### src/rtl/param_fifo.sv
`timescale 1ns / 1ps
// Single-clock parameterised FIFO with status thresholds, sticky error flags and an
// optional first-word-fall-through read port.
module param_fifo #(
    parameter int unsigned WIDTH    = 8,
    parameter int unsigned DEPTH    = 32,
    parameter int unsigned AE_LEVEL = 4,
    parameter int unsigned AF_LEVEL = 28,
    parameter bit          FWFT     = 1'b0
) (
    input  logic                     clk,
    input  logic                     reset,
    input  logic                     wr_en,
    input  logic [WIDTH-1:0]         wr_data,
    input  logic                     rd_en,
    input  logic                     clear_err,
    output logic [WIDTH-1:0]         rd_data,
    output logic                     rd_valid,
    output logic                     empty,
    output logic                     full,
    output logic                     almost_empty,
    output logic                     almost_full,
    output logic [$clog2(DEPTH):0]   count,
    output logic                     overflow,
    output logic                     underflow
);

    localparam int unsigned AW = $clog2(DEPTH);
    localparam int unsigned PW = AW + 1;

    logic [PW-1:0]    wr_ptr_q, wr_ptr_d;
    logic [PW-1:0]    rd_ptr_q, rd_ptr_d;
    logic             overflow_q, overflow_d;
    logic             underflow_q, underflow_d;
    logic [WIDTH-1:0] mem_q [DEPTH];

    logic [PW-1:0] count_s;
    logic          empty_s;
    logic          full_s;
    logic          wr_accept;
    logic          rd_accept;
    logic [AW-1:0] wr_addr;
    logic [AW-1:0] rd_addr;

    // The extra pointer bit makes the difference span 0..DEPTH without ambiguity.
    assign count_s   = wr_ptr_q - rd_ptr_q;
    assign empty_s   = (count_s == '0);
    assign full_s    = (count_s == PW'(DEPTH));
    assign wr_accept = wr_en && !full_s;
    assign rd_accept = rd_en && !empty_s;
    assign wr_addr   = wr_ptr_q[AW-1:0];
    assign rd_addr   = rd_ptr_q[AW-1:0];

    always_comb begin
        wr_ptr_d    = wr_ptr_q;
        rd_ptr_d    = rd_ptr_q;
        overflow_d  = overflow_q;
        underflow_d = underflow_q;
        if (wr_accept) begin
            wr_ptr_d = wr_ptr_q + PW'(1);
        end
        if (rd_accept) begin
            rd_ptr_d = rd_ptr_q + PW'(1);
        end
        if (clear_err) begin
            overflow_d  = 1'b0;
            underflow_d = 1'b0;
        end
        // Set after clear so a coincident error wins.
        if (wr_en && full_s) begin
            overflow_d = 1'b1;
        end
        if (rd_en && empty_s) begin
            underflow_d = 1'b1;
        end
    end

    always_ff @(posedge clk) begin
        if (reset) begin
            wr_ptr_q    <= '0;
            rd_ptr_q    <= '0;
            overflow_q  <= 1'b0;
            underflow_q <= 1'b0;
        end else begin
            wr_ptr_q    <= wr_ptr_d;
            rd_ptr_q    <= rd_ptr_d;
            overflow_q  <= overflow_d;
            underflow_q <= underflow_d;
        end
    end

    // Storage is intentionally not reset.
    always_ff @(posedge clk) begin
        if (!reset && wr_accept) begin
            mem_q[wr_addr] <= wr_data;
        end
    end

    if (FWFT == 1'b0) begin : g_std_read
        logic [WIDTH-1:0] rd_data_q;
        logic             rd_valid_q;

        always_ff @(posedge clk) begin
            if (reset) begin
                rd_data_q  <= '0;
                rd_valid_q <= 1'b0;
            end else begin
                rd_valid_q <= rd_accept;
                if (rd_accept) begin
                    rd_data_q <= mem_q[rd_addr];
                end
            end
        end

        assign rd_data  = rd_data_q;
        assign rd_valid = rd_valid_q;
    end else begin : g_fwft_read
        // Head entry is presented directly; zero while empty keeps the port quiet.
        assign rd_data  = empty_s ? '0 : mem_q[rd_addr];
        assign rd_valid = !empty_s;
    end

    assign count        = count_s;
    assign empty        = empty_s;
    assign full         = full_s;
    assign almost_empty = (count_s <= PW'(AE_LEVEL));
    assign almost_full  = (count_s >= PW'(AF_LEVEL));
    assign overflow     = overflow_q;
    assign underflow    = underflow_q;

endmodule

### config.mk
export PLATFORM = sky130hd
export DESIGN_NAME = param_fifo
export DESIGN_NICKNAME = d
export VERILOG_FILES = /design/src/rtl/param_fifo.sv
export SDC_FILE = /design/constraint.sdc
export NUM_CORES = 1
export LEC_CHECK = 0
export CORE_MARGIN = 2
export CORE_UTILIZATION = 46
export DETAILED_ROUTE_END_ITERATION = 16
export HOLD_SLACK_MARGIN = 0.08
export SETUP_SLACK_MARGIN = 0.02
export SLEW_MARGIN = 20
export SYNTH_ARGS = -nofsm -noshare
export SYNTH_HDL_FRONTEND = slang
export SYNTH_SLANG_ARGS = --single-unit
### constraint.sdc
create_clock -name clk -period 3.68 [get_ports clk]
set_input_delay 0.368 -clock clk [delete_from_list [all_inputs] [get_ports clk]]
set_output_delay 0.368 -clock clk [all_outputs]
set_load 0.005 [all_outputs]
==> results of run 1 <==
-- power by group through the flow --
stage / sequential, W / clock, W / combinational (W)
finish: 0.00360 / 0.00243 / 0.00199
global placement: 0.00366 / 0 / 0.00196
CTS: 0.00360 / 0.00248 / 0.00200
global route: 0.00361 / 0.00261 / 0.00215
floorplan: 0.00366 / 0 / 0.00129
detailed placement: 0.00366 / 0 / 0.00199
-- placed cells by master (no fill, tap or decap), types with 2 or more instances in the layout --
| master | synthesis | final |
|---|---|---|
| sky130_fd_sc_hd__nand2b_1 | 2 | 2 |
| sky130_fd_sc_hd__clkdlybuf4s50_1 | 0 | 29 |
| sky130_fd_sc_hd__nor2b_1 | 7 | 7 |
| sky130_fd_sc_hd__mux2i_1 | 39 | 39 |
| sky130_fd_sc_hd__and3_1 | 2 | 2 |
| sky130_fd_sc_hd__a21oi_1 | 11 | 11 |
| sky130_fd_sc_hd__o221ai_1 | 3 | 2 |
| sky130_fd_sc_hd__edfxtp_1 | 256 | 256 |
| sky130_fd_sc_hd__nor3_1 | 38 | 37 |
| sky130_fd_sc_hd__mux2_1 | 2 | 2 |
| sky130_fd_sc_hd__nand4_1 | 2 | 2 |
| sky130_fd_sc_hd__a22oi_1 | 9 | 9 |
| sky130_fd_sc_hd__buf_2 | 13 | 4 |
| sky130_fd_sc_hd__nand3_1 | 14 | 14 |
| sky130_fd_sc_hd__mux4_2 | 54 | 54 |
| sky130_fd_sc_hd__clkinv_2 | 0 | 4 |
| sky130_fd_sc_hd__o21ai_0 | 8 | 8 |
| sky130_fd_sc_hd__nor2_1 | 28 | 28 |
| sky130_fd_sc_hd__inv_1 | 8 | 7 |
| sky130_fd_sc_hd__xor2_1 | 3 | 3 |
| sky130_fd_sc_hd__inv_2 | 1 | 2 |
| sky130_fd_sc_hd__ha_1 | 10 | 10 |
| sky130_fd_sc_hd__nor4b_2 | 3 | 3 |
| sky130_fd_sc_hd__a31oi_1 | 9 | 9 |
| sky130_fd_sc_hd__clkbuf_16 | 0 | 27 |
| sky130_fd_sc_hd__nand3b_1 | 2 | 2 |
| sky130_fd_sc_hd__dfxtp_2 | 0 | 6 |
| sky130_fd_sc_hd__a211o_1 | 4 | 4 |
| sky130_fd_sc_hd__nand2_1 | 22 | 22 |
| sky130_fd_sc_hd__clkbuf_1 | 10 | 11 |
| sky130_fd_sc_hd__dfxtp_1 | 23 | 17 |
| sky130_fd_sc_hd__o31ai_1 | 3 | 3 |
| sky130_fd_sc_hd__buf_4 | 1 | 47 |
| sky130_fd_sc_hd__nor4_1 | 2 | 2 |
| sky130_fd_sc_hd__or3_1 | 5 | 5 |
| sky130_fd_sc_hd__clkinv_1 | 1 | 6 |
-- worst max-delay path, cell delays in order (launching register included) --
cell	delay, ns
sky130_fd_sc_hd__dfxtp_2	0.32
sky130_fd_sc_hd__inv_1	0.09
sky130_fd_sc_hd__ha_1	0.36
sky130_fd_sc_hd__a21o_1	0.24
sky130_fd_sc_hd__o21a_4	0.23
sky130_fd_sc_hd__o41ai_4	0.43
sky130_fd_sc_hd__o21ba_4	0.23
sky130_fd_sc_hd__buf_4	0.17
sky130_fd_sc_hd__clkdlybuf4s50_1	0.51
-- state kept, by name, indices dropped and copies added, names as in the netlist --
name       cells
rd_data        8
rd_ptr_q       6
mem_q        256
wr_ptr_q       6
overflow       1
underflow      1
rd_valid       1
-- per-layer routing --
| layer | wire length (um) | part of all wire [%] |
|---|---|---|
| met5 | 0 | 0 |
| met2 | 11660 | 47 |
| met4 | 448 | 1.8 |
| met3 | 1085 | 4.4 |
| met1 | 11490 | 47 |
-- metrics by stage --
stage / area (sq um) / setup TNS [ns]
after floorplan: 11370 / -34.57
after detailed placement: 12270 / 0
after global placement: 12270 / 0
final: 13030 / 0
after CTS: 13030 / 0
after global routing: 13030 / 0
-- worst paths after layout --
kind	startpoint	endpoint	slack (ns)	cells after the start
hold reg to reg	rd_data[3]	rd_data[3]	0.49	1
hold / removal	wr_data[6]	mem_q[12][6]	0.36	1
setup reg to reg	wr_ptr_q[0]	mem_q[22][1]	0.63	11
setup / recovery	rd_ptr_q[2]	full	0.20	8
-- logic make-up (layout without fill, tap and decap cells) --
logic type	Yosys count	in the layout	synth area share [%]
AO/OA/AOI/OAI	63	63	4.116
buffers and inverters	46	138	2.091
AND/OR/NAND/NOR	134	134	6.108
adder cells (fa/ha/maj)	11	11	1.277
flip-flops	279	279	71.67
XOR/XNOR	4	4	0.3082
multiplexers	96	96	14.43
-- cell type report --
type / count / area [sq um] / share of cell area, %
Multi-Input combinational cell: 308 / 3008 / 23.08
Inverter: 10 / 37.54 / 0.2880
Sequential cell: 279 / 8155 / 62.57
Tap cell: 324 / 405.4 / 3.110
Timing Repair Buffer: 80 / 663.1 / 5.088
Clock buffer: 38 / 716.9 / 5.501
Clock inverter: 10 / 47.55 / 0.3648
-- what timing repair did --
| item | CTS | global route |
|---|---|---|
| endpoints found under the setup margin | 2 | 2 |
| gates resized for setup | 3 | 6 |
| buffers inserted | 0 | 0 |
==> results_dict.tcl, run 1 <==
set metrics [dict create \
    run_status "finished clean" \
    numPlacedInstances 1001 \
    design.die.area_sq_um 25990 \
    routed_wl_mm 24.69 \
    clk_root_buffer_cell "sky130_fd_sc_hd__clkbuf_16" \
    final-setup-viol-count 0 \
    grt-ovfl-total 0 \
    gpl.final_weighted_congestion 0.8959 \
    drv.max_cap_violation_count 0 \
    cts.hold.buffers_added 0 \
    route.detailed.vias_per_inst 5.703 \
    synth_top_area_share_pct 67.62 \
    synth.cell_area_sq_um 11370 \
    path_class_of_the_lowest_slack_min_delay_path "input port to flip-flop" \
    timing.fmax_mhz 287.3 \
    chipHeight_um 161.2 \
    synth_ff_type "sky130_fd_sc_hd__edfxtp_1" \
    io_pins 34 \
    finalNonFillerCells 1049 \
    cts_max_path_buffers 3 \
    syn_area_per_cell_sq_um 17.96 \
    grt-busiest-layer "met2" \
    globalRouteMet2Util_pct 30.94 \
    crit_type "flip-flop to primary output" \
    path_clk_slew_ns 0.06 \
    globalRouteTotalUtil_pct 19.36 \
    drt_first_pass_iters 4 \
    portBuffers 33 \
    yosys.cell_count.top_type "sky130_fd_sc_hd__edfxtp_1" \
    timing_worst_slew_pin_value_ns 0.9325 \
    dp_hpwl_mm 15.84 \
    h-tree-depth 1 \
    power.static_leakage_nw 4.162 \
    dr_total_vias 5982 \
    maxSlewHeadroom_pct 37.83 \
    antenna_found_initial 0 \
    core_region_area_sq_um 24320 \
    rsz_0062_raised_after_global_routing "yes" \
    worst_ep_arrival_time_ns 3.11 \
    clock_sink_count 279 \
    fill_cell_count 1899 \
    setup_ws_post_layout_ns 0.1993 \
    wl_per_cell_um 23.53 \
    globalRouteMet1Util_pct 28.52 \
    worst_setup_path_end_kind "primary output" \
    sequential_fraction_of_design_power_pct 44.8 \
    power.combinational.fraction_pct 24.8 \
    finalHoldWorstSlack_ns 0.3621 \
    final_core_area_utilization_pct 53.59 \
    antennaDiodeCount 0 \
    first_global_vias 6127 \
    floorplan.initialDensity_pct 46.75 \
    period_minus_slack_ns 3.481 \
    numCtsBuffers 27 \
    net_sw_share_pct 26.59 \
    pre_cts_ws_ns 0.5529 \
    switchingPower_w 0.002134 \
    portion_of_the_clock_cycle_consumed_by_the_worst_path_in_the_final_layout_pct 94.58 \
    core.rowCount 57 \
    postSynthRegisterBits 279 \
    grt_max_degree 53 \
    clock_latency_reported_for_the_late_side_of_the_worst_skew_pair_ns 0.53 \
    synthTopCellsByCount "sky130_fd_sc_hd__edfxtp_1 (256), sky130_fd_sc_hd__mux4_2 (54), sky130_fd_sc_hd__mux2i_1 (39)" \
    power_total_w 0.008024 \
    cts_tree "done" \
    p_int_w 0.005890 \
    report.final.hold_viol_count 0 \
    dieWidth_um 161.2 \
    finalClockSkew_ns 0.01664 \
    critPathLaunchType "flip-flop" \
    initialDrtViolationCount 531 \
    synth_largest_area_cell "sky130_fd_sc_hd__edfxtp_1" \
    part_of_the_yosys_area_used_for_sequential_elements_pct 71.67 \
    synth_cell_type_count 60 \
    first_pass_grt_wire_length_mm 37.66 \
    grtUsageMet3_pct 2.671 \
    syn2layout_area_growth_pct 14.65 \
    post_synth_inst_count 633 \
    cellPowerDensity_nw_per_um2 615.6 \
    power.ir.vdd_worst_v 0.0003557 \
    post-route-drc-count 0 \
    power_frac_clock_pct 30.3 \
    synth_enable_flop_cells 256 \
    synth-async-reset-ratio_pct 0 \
    finalNetCount 730 \
    cp_data_required_time_ns 3.31 \
    drive_gt1_share_pct 22.21 \
    worst-path-max-fanout 9 \
    ant_nets 0 \
    timing.final.max_slew_violations 0 \
    post_synth_main_area_contributors "sky130_fd_sc_hd__edfxtp_1 (68%), sky130_fd_sc_hd__mux4_2 (11%), sky130_fd_sc_hd__dfxtp_1 (4.1%)" \
    postSynthNetCount 657 \
    synthesis.yosys.warnings 0 \
]
(Power assumes the default switching activity.)
==> inputs of run 2 (changes only) <==
--- a/config.mk
+++ b/config.mk
@@ -6,7 +6,7 @@
 export NUM_CORES = 1
 export LEC_CHECK = 0
 export CORE_MARGIN = 2
-export CORE_UTILIZATION = 46
+export CORE_UTILIZATION = 36
 export DETAILED_ROUTE_END_ITERATION = 16
 export HOLD_SLACK_MARGIN = 0.08
 export SETUP_SLACK_MARGIN = 0.02
==> run 2 against run 1 <==
Utilization fell by 11 points; largest power group unchanged; non-clock buffer count is 1 lower; cell count is 7.8% higher.
==> results_dict.tcl, run 2 (synthesis gave the netlist of run 1 again) <==
set metrics [dict create \
    power_frac_clock_pct 34.5 \
    worst_ep_arrival_time_ns 3.13 \
    dr_total_vias 6124 \
    power.combinational.fraction_pct 23.4 \
    cts_max_path_buffers 3 \
    numCtsBuffers 29 \
    io_pins 34 \
    power_total_w 0.008537 \
    first_global_vias 6146 \
    drive_gt1_share_pct 22.91 \
    timing_worst_slew_pin_value_ns 0.9447 \
    route.detailed.vias_per_inst 5.415 \
    dp_hpwl_mm 15.96 \
    cts.hold.buffers_added 0 \
    finalClockSkew_ns 0.01288 \
    rsz_0062_raised_after_global_routing "no" \
    largest_register_ffs 256 \
    grt-ovfl-total 0 \
    switchingPower_w 0.002211 \
    clk_root_buffer_cell "sky130_fd_sc_hd__clkbuf_16" \
    antenna_found_initial 0 \
    sequential_fraction_of_design_power_pct 42.2 \
    clock_sink_count 279 \
    finalNetCount 731 \
    layout_common_cells "sky130_fd_sc_hd__edfxtp_1 (256), sky130_fd_sc_hd__mux4_2 (54), sky130_fd_sc_hd__buf_4 (46)" \
    power.static_leakage_nw 4.248 \
    r2r_cells 11 \
    run_status "finished clean" \
    finalHoldWorstSlack_ns 0.3632 \
    crit_path_end "almost_empty" \
    wl_per_cell_um 22.35 \
    report.final.hold_viol_count 0 \
    gpl.final_weighted_congestion 0.8697 \
    routed_wl_mm 25.28 \
    pre_cts_ws_ns 0.4123 \
    worst_setup_path_end_kind "primary output" \
    final-setup-viol-count 0 \
    setup.reg_to_reg.worst_slack_ns 0.52 \
    mostFrequentLayoutCell "sky130_fd_sc_hd__edfxtp_1" \
    worstReg2RegEnd "mem_q[25][4]" \
    syn2layout_area_growth_pct 17.18 \
    floorplan.initialDensity_pct 36.31 \
    path_class_of_the_lowest_slack_min_delay_path "input port to flip-flop" \
    timing.fmax_mhz 286.2 \
    crit_type "flip-flop to primary output" \
    first_pass_grt_wire_length_mm 37.76 \
    clock_latency_reported_for_the_late_side_of_the_worst_skew_pair_ns 0.54 \
    drv.max_cap_violation_count 0 \
    ant_nets 0 \
    net_sw_share_pct 25.90 \
    drt_first_pass_iters 4 \
    chipHeight_um 181.7 \
    globalRouteTotalUtil_pct 15.12 \
    grt_max_degree 53 \
    fill_cell_count 2671 \
    timing.final.max_slew_violations 0 \
    core.rowCount 65 \
    setup_ws_post_layout_ns 0.1859 \
    h-tree-depth 1 \
    numPlacedInstances 1078 \
    maxSlewHeadroom_pct 37.02 \
    core_region_area_sq_um 31310 \
    worst-path-max-fanout 5 \
    cellPowerDensity_nw_per_um2 640.8 \
    critPathLaunchType "flip-flop" \
    period_minus_slack_ns 3.494 \
    startpoint "rd_ptr_q[2]" \
    finalNonFillerCells 1131 \
    final_core_area_utilization_pct 42.55 \
    post-route-drc-count 0 \
    r2r-start "wr_ptr_q[0]" \
    portion_of_the_clock_cycle_consumed_by_the_worst_path_in_the_final_layout_pct 94.95 \
    portBuffers 33 \
    path_clk_slew_ns 0.06 \
    max_flop_register "mem_q" \
    dieWidth_um 181.7 \
    p_int_w 0.006326 \
    cp_data_required_time_ns 3.31 \
    design.die.area_sq_um 33020 \
    power.ir.vdd_worst_v 0.0003463 \
    antennaDiodeCount 0 \
    cts_tree "done" \
    initialDrtViolationCount 572 \
]
## run 2: worst min path at each step
stage	endpoint	depth (start not counted)	start
final	mem_q[12][3]	1	wr_data[3]
after global routing	mem_q[8][3]	1	wr_data[3]
after CTS	rd_data[3]	1	rd_data[3]
after detailed placement	rd_data[3]	1	rd_data[3]
after global placement	rd_data[3]	1	rd_data[3]
after floorplan	rd_data[6]	2	rd_data[6]
## run 2: timing repair
item | CTS | global route
pin swaps | 0 | 0
setup endpoints to repair | 2 | 2
resized for setup | 4 | 3
buffers inserted | 0 | 0
## run 2: power by group through the flow
stage               sequential [W]  combinational, W  clock, W
floorplan                  0.00366           0.00129         0
global placement           0.00366           0.00194         0
detailed placement         0.00367           0.00197         0
CTS                        0.00360           0.00199   0.00300
global route               0.00361           0.00213   0.00313
finish                     0.00360           0.00199   0.00294
## run 2: worst max-delay path, stage by stage, from the launching register on
cell and delay, ns:
sky130_fd_sc_hd__dfxtp_2 0.32, sky130_fd_sc_hd__inv_1 0.18, sky130_fd_sc_hd__ha_1 0.33, sky130_fd_sc_hd__a21o_1 0.25, sky130_fd_sc_hd__o2111ai_2 0.23, sky130_fd_sc_hd__o41ai_4 0.16, sky130_fd_sc_hd__or2_2 0.36, sky130_fd_sc_hd__a2111oi_2 0.21
sky130_fd_sc_hd__clkdlybuf4s50_1 0.56
## run 2: final cells by class
class,instances,area [sq um],share of cell area [%]
clock buffer,36,752.0,5.645
clock inverter,17,212.7,1.597
inverter,10,37.54,0.2818
multi-input combinational,308,3007,22.57
sequential,279,8154,61.21
tap,402,503.0,3.776
timing repair buffer,79,655.6,4.922
## run 2: metal layers
layer  track usage [%]  routed length (um)  up-vias  part of all wire (%)
met5                 0                   0        -                     0
met4             4.683                 650        0                   2.6
met3             2.788                1822       52                   7.2
met2             25.00               12270      219                    49
met1             20.42               10530     3149                    42
li1                  -                   -     2704                     -
## run 2: stage by stage
step / setup TNS (ns) / area, sq um
2_1_floorplan: -34.57 / 11370
3_3_place_gp: 0 / 12360
3_5_place_dp: 0 / 12360
4_1_cts: 0 / 13330
5_1_grt: 0 / 13320
6_report: 0 / 13320
